[src/rtl/bcd_pkg.sv]
// Shared definitions for the binary-to-BCD converter.
// Holds the FSM state encoding and the digit constants used by the
// add-3 correction step and the overflow clamp.
package bcd_pkg;

  // Converter FSM states: IDLE waits for start, SHIFT runs one
  // double-dabble step per clock, DONE publishes the result.
  typedef enum logic [1:0] {
    ST_IDLE  = 2'd0,
    ST_SHIFT = 2'd1,
    ST_DONE  = 2'd2
  } state_t;

  // A digit at or above this value gets +3 before the next shift so that
  // doubling it carries correctly into the next decimal digit.
  localparam logic [3:0] BCD_ADD3_THRESH = 4'd5;

  // Digit value used to fill every position when the input is too large
  // to display.
  localparam logic [3:0] BCD_NINE = 4'h9;

endpackage

[src/rtl/bcd_add3_digit.sv]
// Single-digit double-dabble correction: out = in >= 5 ? in + 3 : in.
// Purely combinational; the 4-bit result wraps and never carries into
// the neighbouring digit.
module bcd_add3_digit
  import bcd_pkg::*;
(
  input  logic [3:0] i_digit,
  output logic [3:0] o_digit
);

  // Add 3 to digits that would otherwise overflow past 9 when doubled.
  always_comb begin
    o_digit = i_digit;
    if (i_digit >= BCD_ADD3_THRESH) begin
      o_digit = i_digit + 4'd3;
    end
  end

endmodule

[src/rtl/bin_to_bcd.sv]
// Sequential binary-to-packed-BCD converter (double dabble, one input bit
// per clock). Feeds the six-digit seven-segment controller.
//
// Handshake: start is sampled only while idle (busy=0); the edge that sees
// start=1 captures bin_in. busy stays high through the shift and publish
// phases. done pulses for exactly one cycle, and from that cycle on bcd_out
// and overflow hold the new result until the next done. start while busy
// is dropped, not queued. A start presented during the done cycle is
// accepted on the following edge, giving back-to-back conversions every
// BIN_W+2 cycles.
//
// Optional build macro BCD_BLANK_MASK_EN adds the blank_mask output, a
// leading-zero mask updated together with done.
module bin_to_bcd
  import bcd_pkg::*;
#(
  parameter int BIN_W   = 20,
  parameter int DIGITS  = 6,
  parameter int MAX_VAL = 999999
) (
  input  logic                  sys_clk,
  input  logic                  rst_n,
  input  logic                  start,
  input  logic [BIN_W-1:0]      bin_in,
  output logic                  busy,
  output logic                  done,
  output logic [4*DIGITS-1:0]   bcd_out,
  output logic                  overflow,
`ifdef BCD_BLANK_MASK_EN
  output logic [DIGITS-1:0]     blank_mask,
`endif
  output logic [1:0]            dbg_state
);

  localparam int BCD_W = 4 * DIGITS;
  localparam int CNT_W = $clog2(BIN_W + 1);
  localparam logic [CNT_W-1:0] CNT_LAST = CNT_W'(BIN_W - 1);

  state_t             r_state;
  logic [CNT_W-1:0]   r_cnt;
  logic [BIN_W-1:0]   r_bin;
  logic [BCD_W-1:0]   r_scratch;
  logic               r_ovf_pend;
  logic               r_busy;
  logic               r_done;
  logic [BCD_W-1:0]   r_bcd;
  logic               r_ovf;

  logic [BCD_W-1:0]   w_adj;
  logic [BCD_W-1:0]   w_result;
  logic               w_in_over;

  // Overflow is decided once, on the value being captured.
  assign w_in_over = (32'(bin_in) > 32'(MAX_VAL));

  // Clamp to all nines when the captured value cannot be displayed.
  assign w_result = r_ovf_pend ? {DIGITS{BCD_NINE}} : r_scratch;

  // One add-3 corrector per scratch digit, applied before every shift.
  for (genvar g = 0; g < DIGITS; g++) begin : g_add3
    bcd_add3_digit u_add3 (
      .i_digit (r_scratch[4*g +: 4]),
      .o_digit (w_adj[4*g +: 4])
    );
  end

`ifdef BCD_BLANK_MASK_EN
  logic [DIGITS-1:0]  r_mask;
  logic [DIGITS-1:0]  w_mask;
  logic               w_zero_hi;

  // Digit i is a leading zero when it and every higher digit are zero;
  // digit 0 is never blanked so a value of zero still shows "0".
  always_comb begin
    w_mask    = '0;
    w_zero_hi = 1'b1;
    for (int i = DIGITS - 1; i >= 1; i--) begin
      w_zero_hi = w_zero_hi && (w_result[4*i +: 4] == 4'd0);
      w_mask[i] = w_zero_hi;
    end
  end

  assign blank_mask = r_mask;
`endif

  // Converter FSM: capture, shift BIN_W times, then publish the result.
  always_ff @(posedge sys_clk or negedge rst_n) begin
    if (!rst_n) begin
      r_state    <= ST_IDLE;
      r_cnt      <= '0;
      r_bin      <= '0;
      r_scratch  <= '0;
      r_ovf_pend <= 1'b0;
      r_busy     <= 1'b0;
      r_done     <= 1'b0;
      r_bcd      <= '0;
      r_ovf      <= 1'b0;
`ifdef BCD_BLANK_MASK_EN
      r_mask     <= '0;
`endif
    end else begin
      r_done <= 1'b0;
      case (r_state)
        ST_IDLE: begin
          if (start) begin
            r_bin      <= bin_in;
            r_scratch  <= '0;
            r_cnt      <= '0;
            r_ovf_pend <= w_in_over;
            r_busy     <= 1'b1;
            r_state    <= ST_SHIFT;
          end
        end
        ST_SHIFT: begin
          // Corrected digits and the binary register shift left as one word.
          r_scratch <= {w_adj[BCD_W-2:0], r_bin[BIN_W-1]};
          r_bin     <= {r_bin[BIN_W-2:0], 1'b0};
          r_cnt     <= r_cnt + CNT_W'(1);
          if (r_cnt == CNT_LAST) begin
            r_state <= ST_DONE;
          end
        end
        ST_DONE: begin
          r_bcd   <= w_result;
          r_ovf   <= r_ovf_pend;
          r_done  <= 1'b1;
          r_busy  <= 1'b0;
          r_state <= ST_IDLE;
`ifdef BCD_BLANK_MASK_EN
          r_mask  <= w_mask;
`endif
        end
        default: begin
          r_state <= ST_IDLE;
          r_busy  <= 1'b0;
        end
      endcase
    end
  end

  assign busy      = r_busy;
  assign done      = r_done;
  assign bcd_out   = r_bcd;
  assign overflow  = r_ovf;
  assign dbg_state = r_state;

endmodule

[config.mk]
export PLATFORM = sky130hd
export DESIGN_NAME = bin_to_bcd
export DESIGN_NICKNAME = d
export VERILOG_FILES = /design/src/rtl/bcd_pkg.sv /design/src/rtl/bcd_add3_digit.sv /design/src/rtl/bin_to_bcd.sv
export SDC_FILE = /design/constraint.sdc
export NUM_CORES = 1
export LEC_CHECK = 0
export BUFFER_PORTS_ARGS = -buffer_cell sky130_fd_sc_hd__buf_2
export CAP_MARGIN = 25
export CORE_AREA = 2 2 96 98
export CTS_BUF_LIST = sky130_fd_sc_hd__clkbuf_2
export DETAILED_ROUTE_END_ITERATION = 6
export DIE_AREA = 0 0 98 100
export GPL_TIMING_DRIVEN = 1
export PLACE_DENSITY = 0.61
export REMOVE_ABC_BUFFERS = 1
export SLEW_MARGIN = 40
export SYNTH_ARGS = -nofsm -noshare
export SYNTH_HDL_FRONTEND = slang
export SYNTH_HIERARCHICAL = 1
export SYNTH_SLANG_ARGS = --single-unit
[constraint.sdc]
create_clock -name sys_clk -period 1.7 [get_ports sys_clk]
set_clock_uncertainty 0.2 [all_clocks]
set_input_delay 0.34 -clock sys_clk [delete_from_list [all_inputs] [get_ports sys_clk]]
set_output_delay 0.34 -clock sys_clk [all_outputs]
set_load 0.01 [all_outputs]
* After elaboration in Yosys (flattened, before gate mapping)
Index checks and enable logic that the tools add are counted.
** Cells by class
- Multiplexer cells :: 19
- $add $sub $neg :: 7
- Eq/ne operators :: 5
- Magnitude comparators :: 7
- Bitwise logic cells :: 1
- Reduce and logical (&&, ||, !) cells :: 6
** Operator list (number)
- $mux W24 :: 2
- $pmux W24 S2 :: 1
- $pmux W20 S2 :: 1
- $ge A4 B3 Y1 const B :: 6
- $add A4 B2 Y4 const B :: 5
- $gt A20 B20 Y1 const B :: 1
- $mux W20 :: 1
- $mux W4 :: 5
- $pmux W5 S2 :: 1
- $reduce_and A2 Y1 :: 4
- $add A5 B1 Y5 const B :: 1
- $eq A5 B5 Y1 const B :: 1
- $mux W5 :: 1
- $mux W2 :: 2
- $ne A2 B2 Y1 const B :: 2
- $pmux W2 S2 :: 1
- $add A3 B2 Y3 const B :: 1
- $mux W3 :: 1
- $eq A2 B1 Y1 const B :: 1
- $eq A2 B2 Y1 const B :: 1
- $logic_not A2 Y1 :: 1
- $mux W1 :: 2
- $pmux W1 S2 :: 1
- $reduce_bool A2 Y1 :: 1
- $not A1 Y1 :: 1
** Word-level totals
- Output and inout port bits :: 29
- Bits of input ports :: 23
- Word-level logic and storage cells :: 54
- Flip-flop bits (word level) :: 79

* Depth between registers and ports, before layout
- Word-level depth :: 3
- Depth in mapped cells :: 7
- Gate-level depth less buffers :: 7

* By module
Netlist, hierarchy kept.
** Modules (own cells, without submodules)
- bin_to_bcd :: area each 3236.9 um^2, instances 1, cells an instance 342, seq. area each 1976.9 um^2
- bcd_add3_digit :: area each 101.3 um^2, instances 6, cells an instance 16, seq. area each 0.0 um^2

* Least setup slack after synthesis
No wires, ideal clock.
- Path type :: register -> register
- From :: register r_state[1], in the netlist dbg_state[1]
- To :: register r_cnt[0]
- Slack :: 105 ps
- Stages on the path, launching flop included :: 6
- Buffers on the path :: 2
- Setup time :: 134 ps
- Period minus slack after synthesis :: 1595 ps
- Arrival time :: 1261 ps
- Required time :: 1366 ps
- Path through :: dfrtp_1 -> or3b_1 -> buf_2 -> buf_2 -> nand3_1 -> o21ai_0
** Between the ends
- Word-level cells in the longest chain between the ends :: 3
- Elaborated cells on any way between the ends :: 6
- Classes of those cells :: 2 x eq/ne; 1 x mux; 3 x reduce/logical
** RTL lines
- from (decl) :: line bin_to_bcd.sv:39 : state_t r_state;
- from (signal assigned) :: line bin_to_bcd.sv:89 : r_state <= ST_IDLE;
- from (signal assigned) :: line bin_to_bcd.sv:111 : r_state <= ST_SHIFT;
- from (signal assigned) :: line bin_to_bcd.sv:120 : r_state <= ST_DONE;
- $eq A2 B1 Y1 / $logic_not A2 Y1 (equally long branches) :: line bin_to_bcd.sv:103 : case (r_state)
- $reduce_bool A2 Y1 (no source line) / $ne A2 B2 Y1 (equally long branches)
- $reduce_and A2 Y1 (no source line)
- to (signal assigned) :: line bin_to_bcd.sv:118 : r_cnt <= r_cnt + CNT_W'(1);
- to (decl) :: line bin_to_bcd.sv:40 : logic [CNT_W-1:0] r_cnt;
Several ways; a longest one is shown, not always the timed one.
A chain may end at the register's enable or synchronous reset.

* Worst setup path after layout
- From :: register r_state[0], in the netlist dbg_state[0]
- To :: output dbg_state[0]
** RTL lines
- to (decl) :: line bin_to_bcd.sv:32 : output logic [1:0] dbg_state
No word-level cell between the ends.

==> impl_metrics.py <==
metrics = {
    "setup_path": {
        "critPathMostFrequentCell": "buf_6",
        "startpoint_type": "register",
        "cp_data_arrival_time_ns": 1.18,
        "slowest_stage": "dfrtp_1",
        "cp.required_ns": 1.16,
        "cp_max_fo": 3,
        "path_cells": "buf_6 -> buf_6",
        "critical_path_class": "register to output pin",
        "crit_path_end_kind": "output pin",
        "worstPathBufferInverterCount": 2,
        "r2r-end": "bcd_out[11]",
        "r2r_slack_ns": 0.01,
        "max_stage_delay_ns": 0.46,
        "reg2regPathDepth": 5,
        "critPathTopFamily": "flip-flops",
        "r2r-start": "dbg_state[1]",
    },
    "sta": {
        "rsz0062_at_grt": "true",
        "fmax_ghz": 0.580,
        "worst-slew-pin-transition_ns": 0.460,
        "worst_hold_slack_ns": 0.152,
        "maxSlewHeadroom_pct": 69.3,
        "slew_violations": 0,
        "period_needed_ns": 1.72,
        "hold_viol": 0,
        "tns_ns": -0.0229,
        "worst_slack_ns": -0.0229,
        "setup_violations": 1,
        "period_share_pct": 101,
    },
    "placement": {
        "dp_cells": 591,
        "port_buffers": 51,
        "hpwl_um": 5080,
        "place_congestion": 0.750,
    },
    "global_route": {
        "grt_pass1_vias": 3180,
        "grt_usage_pct": 17.3,
        "overflow": 0,
        "grt_max_degree": 80,
        "grt_pass1_wl_um": 14000,
        "antenna_found_initial": 0,
    },
    "layout": {
        "area_growth_syn_to_layout_pct": 27.9,
        "fin_nets": 565,
        "layout-drive-gt1-share_pct": 23.8,
        "antennaDiodeCount": 0,
        "finalNonFillerCells": 645,
    },
    "synthesis": {
        "yosysWarnings": 6,
        "mappedNetlistArea_um2": 3820,
        "avgSynthCellArea_um2": 8.81,
        "synthCells": 434,
    },
    "clock_network": {
        "cts_buffers": 9,
        "htreeDepth": 3,
        "cts_tree": "yes",
        "cts_sinks": 79,
        "clk_pin_slew_ns": 0.20,
        "cts-root-buf": "clkbuf_2",
        "cts.path.max_buffers": 2,
        "clock_latency_ns": 0.49,
    },
    "detailed_routing": {
        "routedWlPerCell_um": 13.2,
        "drt_pass1_iterations": 4,
        "finalWirelength_um": 8510,
        "drc": 0,
        "drtIter0Drc": 127,
        "vias": 3214,
        "vias_per_cell": 4.98,
        "antenna_left": 0,
    },
    "floorplanning": {
        "start_util_pct": 43.0,
        "die_area_um2": 9800,
        "die_h_um": 100,
        "ios": 52,
        "die_w_um": 98,
        "num_rows": 35,
        "core_area_um2": 8890,
    },
    "pwr": {
        "ir_worst_vdd_uv": 778,
        "powerDensity_nw_per_um2": 1700,
        "leakage_nw": 2.45,
    },
    "run": {
        "drv_cap": 0,
    },
    "hold_path": {
        "min_path_type": "primary input to async pin",
    },
    "status": {
        "outcome": "complete, but fails checks",
        "violations": "setup timing",
    },
}
-- registers in the layout, indices dropped and copies added, names as in the netlist --
register and cells:
r_scratch 24, busy 1, overflow 1, bcd_out 24
r_cnt 5, dbg_state 2, done 1, r_ovf_pend 1
r_bin 20
-- cell type report --
class	instances	area, um^2
timing repair buffer	108	916
fill	831	4000
clock inverter	5	25.0
clock buffer	11	55.1
inverter	15	56.3
tap	111	139
sequential	79	1980
multi-input combinational	316	1720
-- metal layers --
layer  track usage (%)  share of wire (%)  up-vias
li1                  -                  -     1628
met1              21.3                 45     1518
met2              30.6                 50       58
met3              2.92                3.5       10
met4              6.41                1.5        0
met5                 0                  0        -
-- worst reg2reg max path, delay by kind of cell (launching register included) --
| kind | cells | cell delay (ns) |
|---|---|---|
| AO/OA/AOI/OAI | 1 | 0.26 |
| buffers and inverters | 3 | 0.41 |
| flip-flops | 1 | 0.41 |
| AND/OR/NAND/NOR | 1 | 0.32 |
-- cell usage in the layout (no fill, tap or decap), drive strengths merged --
| cell type | n |
|---|---|
| nor3b | 2 |
| o41ai | 1 |
| a21o | 1 |
| buf | 82 |
| clkinv | 4 |
| clkinvlp | 1 |
| o31a | 1 |
| mux2i | 8 |
| dlygate4sd3 | 22 |
| and2b | 1 |
| or2b | 1 |
| dfrtp | 79 |
| inv | 15 |
| clkbuf | 15 |
| mux2 | 1 |
| or4 | 1 |
| nand4 | 3 |
| xnor2 | 6 |
| a22oi | 1 |
| nand2b | 24 |
| ha | 13 |
| o21ba | 1 |
| or3b | 1 |
| o21ai | 40 |
| a21oi | 6 |
| nand3 | 27 |
| o22ai | 18 |
| nor3 | 2 |
| nor2 | 55 |
| nand2 | 101 |
| nor4 | 1 |
-- where the power goes --
part | internal (mW) | switching, mW
logic | 1.94 | 2.21
clock network | 0.191 | 0.626
registers | 2.72 | 0.638
-- how the worst max path moves through the flow --
stage	endpoint	depth (start not counted)	slack, ns	startpoint
global route	dbg_state[0]	2	-0.12	dbg_state[0]
CTS	dbg_state[0]	2	-0.06	dbg_state[0]
detailed placement	r_scratch[18]	7	0.04	r_scratch[17]
global placement	r_ovf_pend	4	0.06	start
floorplan	r_cnt[2]	3	-0.39	dbg_state[1]
finish	dbg_state[0]	2	-0.02	dbg_state[0]
-- repair_timing --
action | 4_1_cts | 5_1_grt
pin swaps | 0 | 6
buffers inserted | 3 | 9
setup endpoints to repair | 2 | 47
hold buffers | 22 | 0
hold endpoints to repair | 100 | 0
gates cloned | 0 | 4
resized for setup | 5 | 30
-- per-stage QoR --
step	power, mW	utilization (%)	area (um^2)	worst slack (ns)
after floorplan	5.87	-	3710	-0.389
after global placement	7.03	48.5	4310	0.0610
after detailed placement	7.20	48.5	4310	0.0377
after CTS	8.13	52.4	4660	-0.0599
after global routing	9.18	55.0	4890	-0.122
final	8.32	55.0	4890	-0.0229
(Power assumes the default switching activity.)
